<file path="src/rtl/instr_sequencer_pkg.sv">
// Shared definitions for the fetch/execute sequencer: state encoding, fetch
// constants and the little-endian byte-lane helpers.
package instr_sequencer_pkg;

    typedef enum logic [2:0] {
        ST_IDLE = 3'd0,
        ST_F0   = 3'd1,
        ST_F1   = 3'd2,
        ST_F2   = 3'd3,
        ST_F3   = 3'd4,
        ST_EXEC = 3'd5,
        ST_DROP = 3'd6,
        ST_HALT = 3'd7
    } state_e;

    localparam logic [31:0] RESET_PC_DEF  = 32'h0000_0000;
    localparam logic [31:0] HALT_WORD_DEF = 32'hFFFF_FFFF;
    localparam int unsigned TIMEOUT_DEF   = 64;
    localparam logic [31:0] PC_INC        = 32'd4;

    // Byte lane fetched in each fetch state; lane k lands in bits [8k+7:8k].
    function automatic logic [1:0] fetch_lane(input state_e s);
        logic [1:0] lane;
        case (s)
            ST_F1:   lane = 2'd1;
            ST_F2:   lane = 2'd2;
            ST_F3:   lane = 2'd3;
            default: lane = 2'd0;
        endcase
        return lane;
    endfunction

    function automatic logic [31:0] insert_lane(input logic [31:0] word,
                                                input logic [1:0]  lane,
                                                input logic [7:0]  b);
        logic [31:0] r;
        r = word;
        r[{lane, 3'b000} +: 8] = b;
        return r;
    endfunction

endpackage

</file>
<file path="src/rtl/instr_sequencer.sv">
// Fetch/execute controller: byte-serial instruction fetch, decoder run/ok
// handshake, PC ownership, shared memory-port arbitration and a watchdog.
module instr_sequencer
    import instr_sequencer_pkg::*;
#(
    parameter logic [31:0] RESET_PC  = RESET_PC_DEF,
    parameter logic [31:0] HALT_WORD = HALT_WORD_DEF,
    parameter int unsigned TIMEOUT   = TIMEOUT_DEF
) (
    input  logic        clk,
    input  logic        rst,
    input  logic        start,
    input  logic        stop,
    output logic [31:0] instr,
    output logic        run,
    input  logic        dec_ok,
    input  logic        dec_intr,
    input  logic        dec_pc_wren,
    input  logic [31:0] dec_pc_wdata,
    output logic [31:0] PC_rdata,
    input  logic [31:0] dec_mem_raddr,
    output logic [31:0] MMemory_raddr,
    input  logic [7:0]  MMemory_rdata,
    output logic        busy,
    output logic        halted,
    output logic        timeout_err,
    output logic [31:0] retired,
    output logic [2:0]  dbg_state_o
);

    // Handshake: run=1 holds instr stable until the decoder answers with
    // dec_ok; run then drops for at least one DROP cycle so ok can clear.

    localparam int WD_W = $clog2(TIMEOUT + 1);
    localparam logic [WD_W-1:0] WD_LAST = WD_W'(TIMEOUT - 1);

    state_e            state_q,   state_d;
    logic [31:0]       pc_q,      pc_d;
    logic [31:0]       instr_q,   instr_d;
    logic              run_q,     run_d;
    logic [31:0]       retired_q, retired_d;
    logic              halted_q,  halted_d;
    logic              terr_q,    terr_d;
    logic [WD_W-1:0]   wdog_q,    wdog_d;
    logic              taken_q,   taken_d;
    logic [31:0]       tgt_q,     tgt_d;

    logic [1:0]        lane;
    logic [31:0]       fetch_word;
    logic [31:0]       branch_tgt;
    logic              taken_now;

    assign lane       = fetch_lane(state_q);
    assign fetch_word = insert_lane(instr_q, lane, MMemory_rdata);
    // A PC write in the same cycle as dec_ok overrides any earlier one.
    assign branch_tgt = dec_pc_wren ? dec_pc_wdata : tgt_q;
    assign taken_now  = taken_q | dec_pc_wren;

    always_ff @(posedge clk or posedge rst) begin
        if (rst) begin
            state_q   <= ST_IDLE;
            pc_q      <= RESET_PC;
            instr_q   <= '0;
            run_q     <= 1'b0;
            retired_q <= '0;
            halted_q  <= 1'b0;
            terr_q    <= 1'b0;
            wdog_q    <= '0;
            taken_q   <= 1'b0;
            tgt_q     <= '0;
        end else begin
            state_q   <= state_d;
            pc_q      <= pc_d;
            instr_q   <= instr_d;
            run_q     <= run_d;
            retired_q <= retired_d;
            halted_q  <= halted_d;
            terr_q    <= terr_d;
            wdog_q    <= wdog_d;
            taken_q   <= taken_d;
            tgt_q     <= tgt_d;
        end
    end

    always_comb begin
        state_d   = state_q;
        pc_d      = pc_q;
        instr_d   = instr_q;
        run_d     = run_q;
        retired_d = retired_q;
        halted_d  = halted_q;
        terr_d    = terr_q;
        wdog_d    = wdog_q;
        taken_d   = taken_q;
        tgt_d     = tgt_q;

        case (state_q)
            ST_IDLE: begin
                if (start) state_d = ST_F0;
            end
            ST_F0: begin
                instr_d = fetch_word;
                state_d = ST_F1;
            end
            ST_F1: begin
                instr_d = fetch_word;
                state_d = ST_F2;
            end
            ST_F2: begin
                instr_d = fetch_word;
                state_d = ST_F3;
            end
            ST_F3: begin
                instr_d = fetch_word;
                wdog_d  = '0;
                taken_d = 1'b0;
                if (fetch_word == HALT_WORD) begin
                    halted_d = 1'b1;
                    state_d  = ST_HALT;
                end else begin
                    run_d   = 1'b1;
                    state_d = ST_EXEC;
                end
            end
            ST_EXEC: begin
                if (dec_pc_wren) begin
                    tgt_d   = dec_pc_wdata;
                    taken_d = 1'b1;
                end
                if (dec_ok) begin
                    run_d     = 1'b0;
                    pc_d      = taken_now ? branch_tgt : pc_q + PC_INC;
                    retired_d = retired_q + 32'd1;
                    if (dec_intr) begin
                        halted_d = 1'b1;
                        state_d  = ST_HALT;
                    end else begin
                        state_d  = ST_DROP;
                    end
                end else if (wdog_q == WD_LAST) begin
                    run_d   = 1'b0;
                    terr_d  = 1'b1;
                    state_d = ST_HALT;
                end else begin
                    wdog_d = wdog_q + 1'b1;
                end
            end
            ST_DROP: begin
                taken_d = 1'b0;
                wdog_d  = '0;
                state_d = stop ? ST_IDLE : ST_F0;
            end
            ST_HALT: begin
                if (start) begin
                    halted_d = 1'b0;
                    terr_d   = 1'b0;
                    state_d  = ST_F0;
                end
            end
            default: state_d = ST_IDLE;
        endcase
    end

    always_comb begin
        MMemory_raddr = pc_q;
        case (state_q)
            ST_F0, ST_F1, ST_F2, ST_F3: MMemory_raddr = pc_q + {30'd0, lane};
            ST_EXEC:                    MMemory_raddr = dec_mem_raddr;
            default:                    MMemory_raddr = pc_q;
        endcase
    end

    assign instr       = instr_q;
    assign run         = run_q;
    assign PC_rdata    = pc_q;
    assign retired     = retired_q;
    assign halted      = halted_q;
    assign timeout_err = terr_q;
    assign busy        = (state_q != ST_IDLE) && (state_q != ST_HALT);
    assign dbg_state_o = state_q;

endmodule
</file>
<file path="config.mk">
export PLATFORM = sky130hd
export DESIGN_NAME = instr_sequencer
export DESIGN_NICKNAME = d
export VERILOG_FILES = /design/src/rtl/instr_sequencer_pkg.sv /design/src/rtl/instr_sequencer.sv
export SDC_FILE = /design/constraint.sdc
export NUM_CORES = 1
export LEC_CHECK = 0
export ABC_CLOCK_PERIOD_IN_PS = 7600
export BUFFER_PORTS_ARGS = -buffer_cell sky130_fd_sc_hd__buf_2
export CAP_MARGIN = 20
export CORE_ASPECT_RATIO = 0.6
export CORE_MARGIN = 4
export CORE_UTILIZATION = 40
export DETAILED_ROUTE_END_ITERATION = 7
export PLACE_DENSITY = 0.72
export SYNTH_ARGS = -nofsm -noshare
export SYNTH_HDL_FRONTEND = slang
export SYNTH_SLANG_ARGS = --single-unit
export TNS_END_PERCENT = 20
</file>
<file path="constraint.sdc">
create_clock -name clk -period 7.6 [get_ports clk]
set_input_delay 2.28 -clock clk [delete_from_list [all_inputs] [get_ports clk]]
set_output_delay 2.28 -clock clk [all_outputs]
set_load 0.02 [all_outputs]
</file>
==> insert_results.sql <==
INSERT INTO impl_metrics (metric_group, metric, value, unit) VALUES
('logic_synthesis', 'synth.top_cells.by_count', 'dfrtp_1, a21oi_1, nand2_1, o21ai_0, nor2_1', ''),
('place', 'gp_congestion', '0.938', ''),
('logic_synthesis', 'synthCells', '955', ''),
('worst_setup_path', 'worst_r2r_path_depth', '8', ''),
('cells_and_area', 'multiInputGateArea', '4560', 'um^2'),
('timing', 'finClkSkew', '7.71', 'ps'),
('logic_synthesis', 'ys_warn_count', '0', ''),
('floorplanning', 'placement_rows', '40', ''),
('pwr', 'power.switching', '2.37', 'mW'),
('logic_synthesis', 'synth_cell_type_count', '63', ''),
('timing', 'setup_viol', '0', ''),
('run_status', 'run_status', 'finished clean', ''),
('cells_and_area', 'area_growth_syn_to_layout', '22.4', '%'),
('worst_setup_path', 'start_to_end_type_of_the_worst_setup_path', 'reg2out', ''),
('pwr', 'switching_share', '0.489', ''),
('timing', 'fin_tns_setup', '0', 'ps'),
('global_route', 'grtUsageTotal', '0.249', ''),
('clock_network', 'post_cts_resized', '0', ''),
('timing', 'slew_headroom', '0.338', ''),
('logic_synthesis', 'primary_ff_master_synth', 'dfrtp_1', ''),
('route', 'post_drt_wl_per_cell', '21.4', 'um'),
('clock_network', 'clock_sinks', '142', ''),
('global_route', 'maximum_number_of_pins_on_one_net_before_global_route_repair', '93', ''),
('global_route', 'wire_length_of_the_first_global_routing_pass', '46300', 'um'),
('clock_network', 'clk_root_buffer_cell', 'clkbuf_16', ''),
('place', 'dp_hpwl', '21900', 'um'),
('route', 'route.vias.total', '8681', ''),
('clock_network', 'clock_buffers_created_by_tritoncts', '17', ''),
('min_path', 'timing.hold.worst_endpoint', 'retired[31]$_DFFE_PP0P_', ''),
('cells_and_area', 'final.fill_count', '1949', ''),
('timing', 'finalHoldViolations', '0', ''),
('floorplanning', 'die-width', '196', 'um'),
('pwr', 'portion_of_total_power_attributed_to_combinational_logic', '0.511', ''),
('pwr', 'share_clk_of_total_power', '0.182', ''),
('clock_network', 'cts_hold_repair.buffers', '0', ''),
('min_path', 'min_path_type', 'reg2reg', ''),
('worst_setup_path', 'ff2ff_setup_slack', '4040', 'ps'),
('floorplanning', 'die_height', '121', 'um'),
('floorplanning', 'die_area', '23700', 'um^2'),
('timing', 'highest_clock_frequency_the_design_can_meet', '0.147', 'GHz'),
('pwr', 'p_seq_frac', '0.307', ''),
('global_route', 'grt_remaining_overflow', '0', ''),
('worst_setup_path', 'largest_driver_fanout_on_the_critical_path', '28', ''),
('clock_network', 'tritoncts', 'yes', ''),
('route', 'detail_route.vias_per_cell', '6.12', ''),
('cells_and_area', 'net_count_reported_at_finish', '1216', ''),
('clock_network', 'cts_setup_buffers', '0', ''),
('min_path', 'worstHoldStart', 'retired[31]$_DFFE_PP0P_', ''),
('pwr', 'leakage', '4.60', 'nW'),
('place', 'buffer_ports.inserted', '213', ''),
('logic_synthesis', 'ys_top_cells_by_area', 'dfrtp_1, mux2_2, a21oi_1', ''),
('route', 'detail_route.drc_violations', '0', ''),
('worst_setup_path', 'endpoint_kind', 'primary output', ''),
('floorplanning', 'placeableCoreArea', '20400', 'um^2'),
('worst_setup_path', 'timing.critical_path.arrival', '4530', 'ps'),
('run', 'timing.max_cap.violations', '0', ''),
('floorplanning', 'initial_core_util', '0.416', ''),
('timing', 'fin_crit_sh', '0.896', ''),
('logic_synthesis', 'share_of_yosys_cell_area_claimed_by_the_top_area_cell_type', '0.419', ''),
('worst_setup_path', 'cp-start-kind', 'register', ''),
('pwr', 'ir_worst_vdd', '270', 'uV'),
('cells_and_area', 'post_route_cells_drive_above_1_share', '0.293', ''),
('route', 'drt-total-wl', '30300', 'um'),
('timing', 'worst_pin_slew', '991', 'ps'),
('logic_synthesis', 'yosysMostFrequentCell', 'dfrtp_1', ''),
('floorplanning', 'io-pin-count', '214', ''),
('cells_and_area', 'register_cell_area_after_layout', '3550', 'um^2'),
('logic_synthesis', 'synth_nets', '1039', ''),
('timing', 'grt_setup_unrepaired', 'false', ''),
('min_path', 'holdPathStages', '1', ''),
('logic_synthesis', 'synth.ff_latch_count', '142', '');
worst max-delay path: stages, from the launching register on:
cell	delay, ps
dfrtp_1	870
nand3b_1	650
nand2_1	350
xnor2_1	150
ha_1	320
a31oi_1	110
or2_2	370
nor2_1	140
nor3_1	60
a2111oi_0	770
buf_2	300
metrics by stage:
step | setup slack, ps | util | total power, mW | instances | instance area, um^2
floorplan | 1510 | - | 3.03 | 955 | 8480
global placement | 1480 | 0.478 | 3.88 | 1385 | 9760
detailed placement | 1510 | 0.478 | 3.92 | 1385 | 9760
CTS | 1020 | 0.508 | 4.81 | 1417 | 10400
global route | 601 | 0.509 | 5.11 | 1419 | 10400
finish | 794 | 0.509 | 4.85 | 1419 | 10400
power by group through the flow:
stage | logic, mW | clock network (mW) | registers, mW
global route | 2.65 | 0.927 | 1.53
floorplan | 1.51 | 0 | 1.52
finish | 2.48 | 0.883 | 1.49
CTS | 2.45 | 0.892 | 1.47
detailed placement | 2.44 | 0 | 1.48
global placement | 2.41 | 0 | 1.46
cell type report:
| type | instances | area share |
|---|---|---|
| well taps | 273 | 0.0329 |
| inverters | 27 | 0.0102 |
| diodes | 1 | 0.000241 |
| clock buffers | 20 | 0.0440 |
| clock inverters | 12 | 0.0153 |
| repair buffers | 232 | 0.116 |
| multi-input cells | 712 | 0.439 |
| flip-flops and latches | 142 | 0.342 |
worst max-delay path by stage:
stage,end,cells after the start
final,MMemory_raddr[14],10
after floorplan,PC_rdata[0]$_DFFE_PP0P_,1
after CTS,MMemory_raddr[14],10
after global routing,MMemory_raddr[10],10
after detailed placement,MMemory_raddr[14],10
after global placement,MMemory_raddr[14],10
registers in the layout (all words and copies together), names as in the netlist, 3 cells and up:
register	flops
dbg_state_o	3
tgt_q	32
retired	32
instr	32
wdog_q	7
PC_rdata	32
metal layers:
| layer | part of all wire | track usage |
|---|---|---|
| met2 | 0.41 | 0.335 |
| met3 | 0.12 | 0.0718 |
| met1 | 0.45 | 0.376 |
| met4 | 0.027 | 0.0881 |
| met5 | 0 | 0 |
cell families (layout without fill, tap and decap cells):
kind of cell / Yosys count / after routing / share of synthesized area
compound gates: 291 / 291 / 0.216
mux: 69 / 69 / 0.0895
simple gates: 311 / 311 / 0.185
other cells: 0 / 1 / 0
flops: 142 / 142 / 0.419
buf+inv: 101 / 291 / 0.0462
fa+ha+maj: 5 / 5 / 0.00737
xor+xnor: 36 / 36 / 0.0372
cell usage in the layout (no fill, tap or decap), types with 11 or more instances in the layout:
master,synthesis,final
a211oi_1,11,11
buf_4,1,18
a21oi_1,94,94
nand3_1,36,35
mux2_2,55,55
a22oi_1,13,13
o22ai_1,12,12
a31oi_1,21,21
nor2_1,57,56
clkbuf_16,0,17
nand4_1,26,26
inv_1,26,25
xnor2_1,32,32
dfrtp_1,142,141
and3_1,18,18
o21ai_0,61,61
nor3_1,23,22
nand2_1,91,91
mux2i_1,14,14
buf_2,6,214
Note: power is estimated with default switching activity, not from simulation.
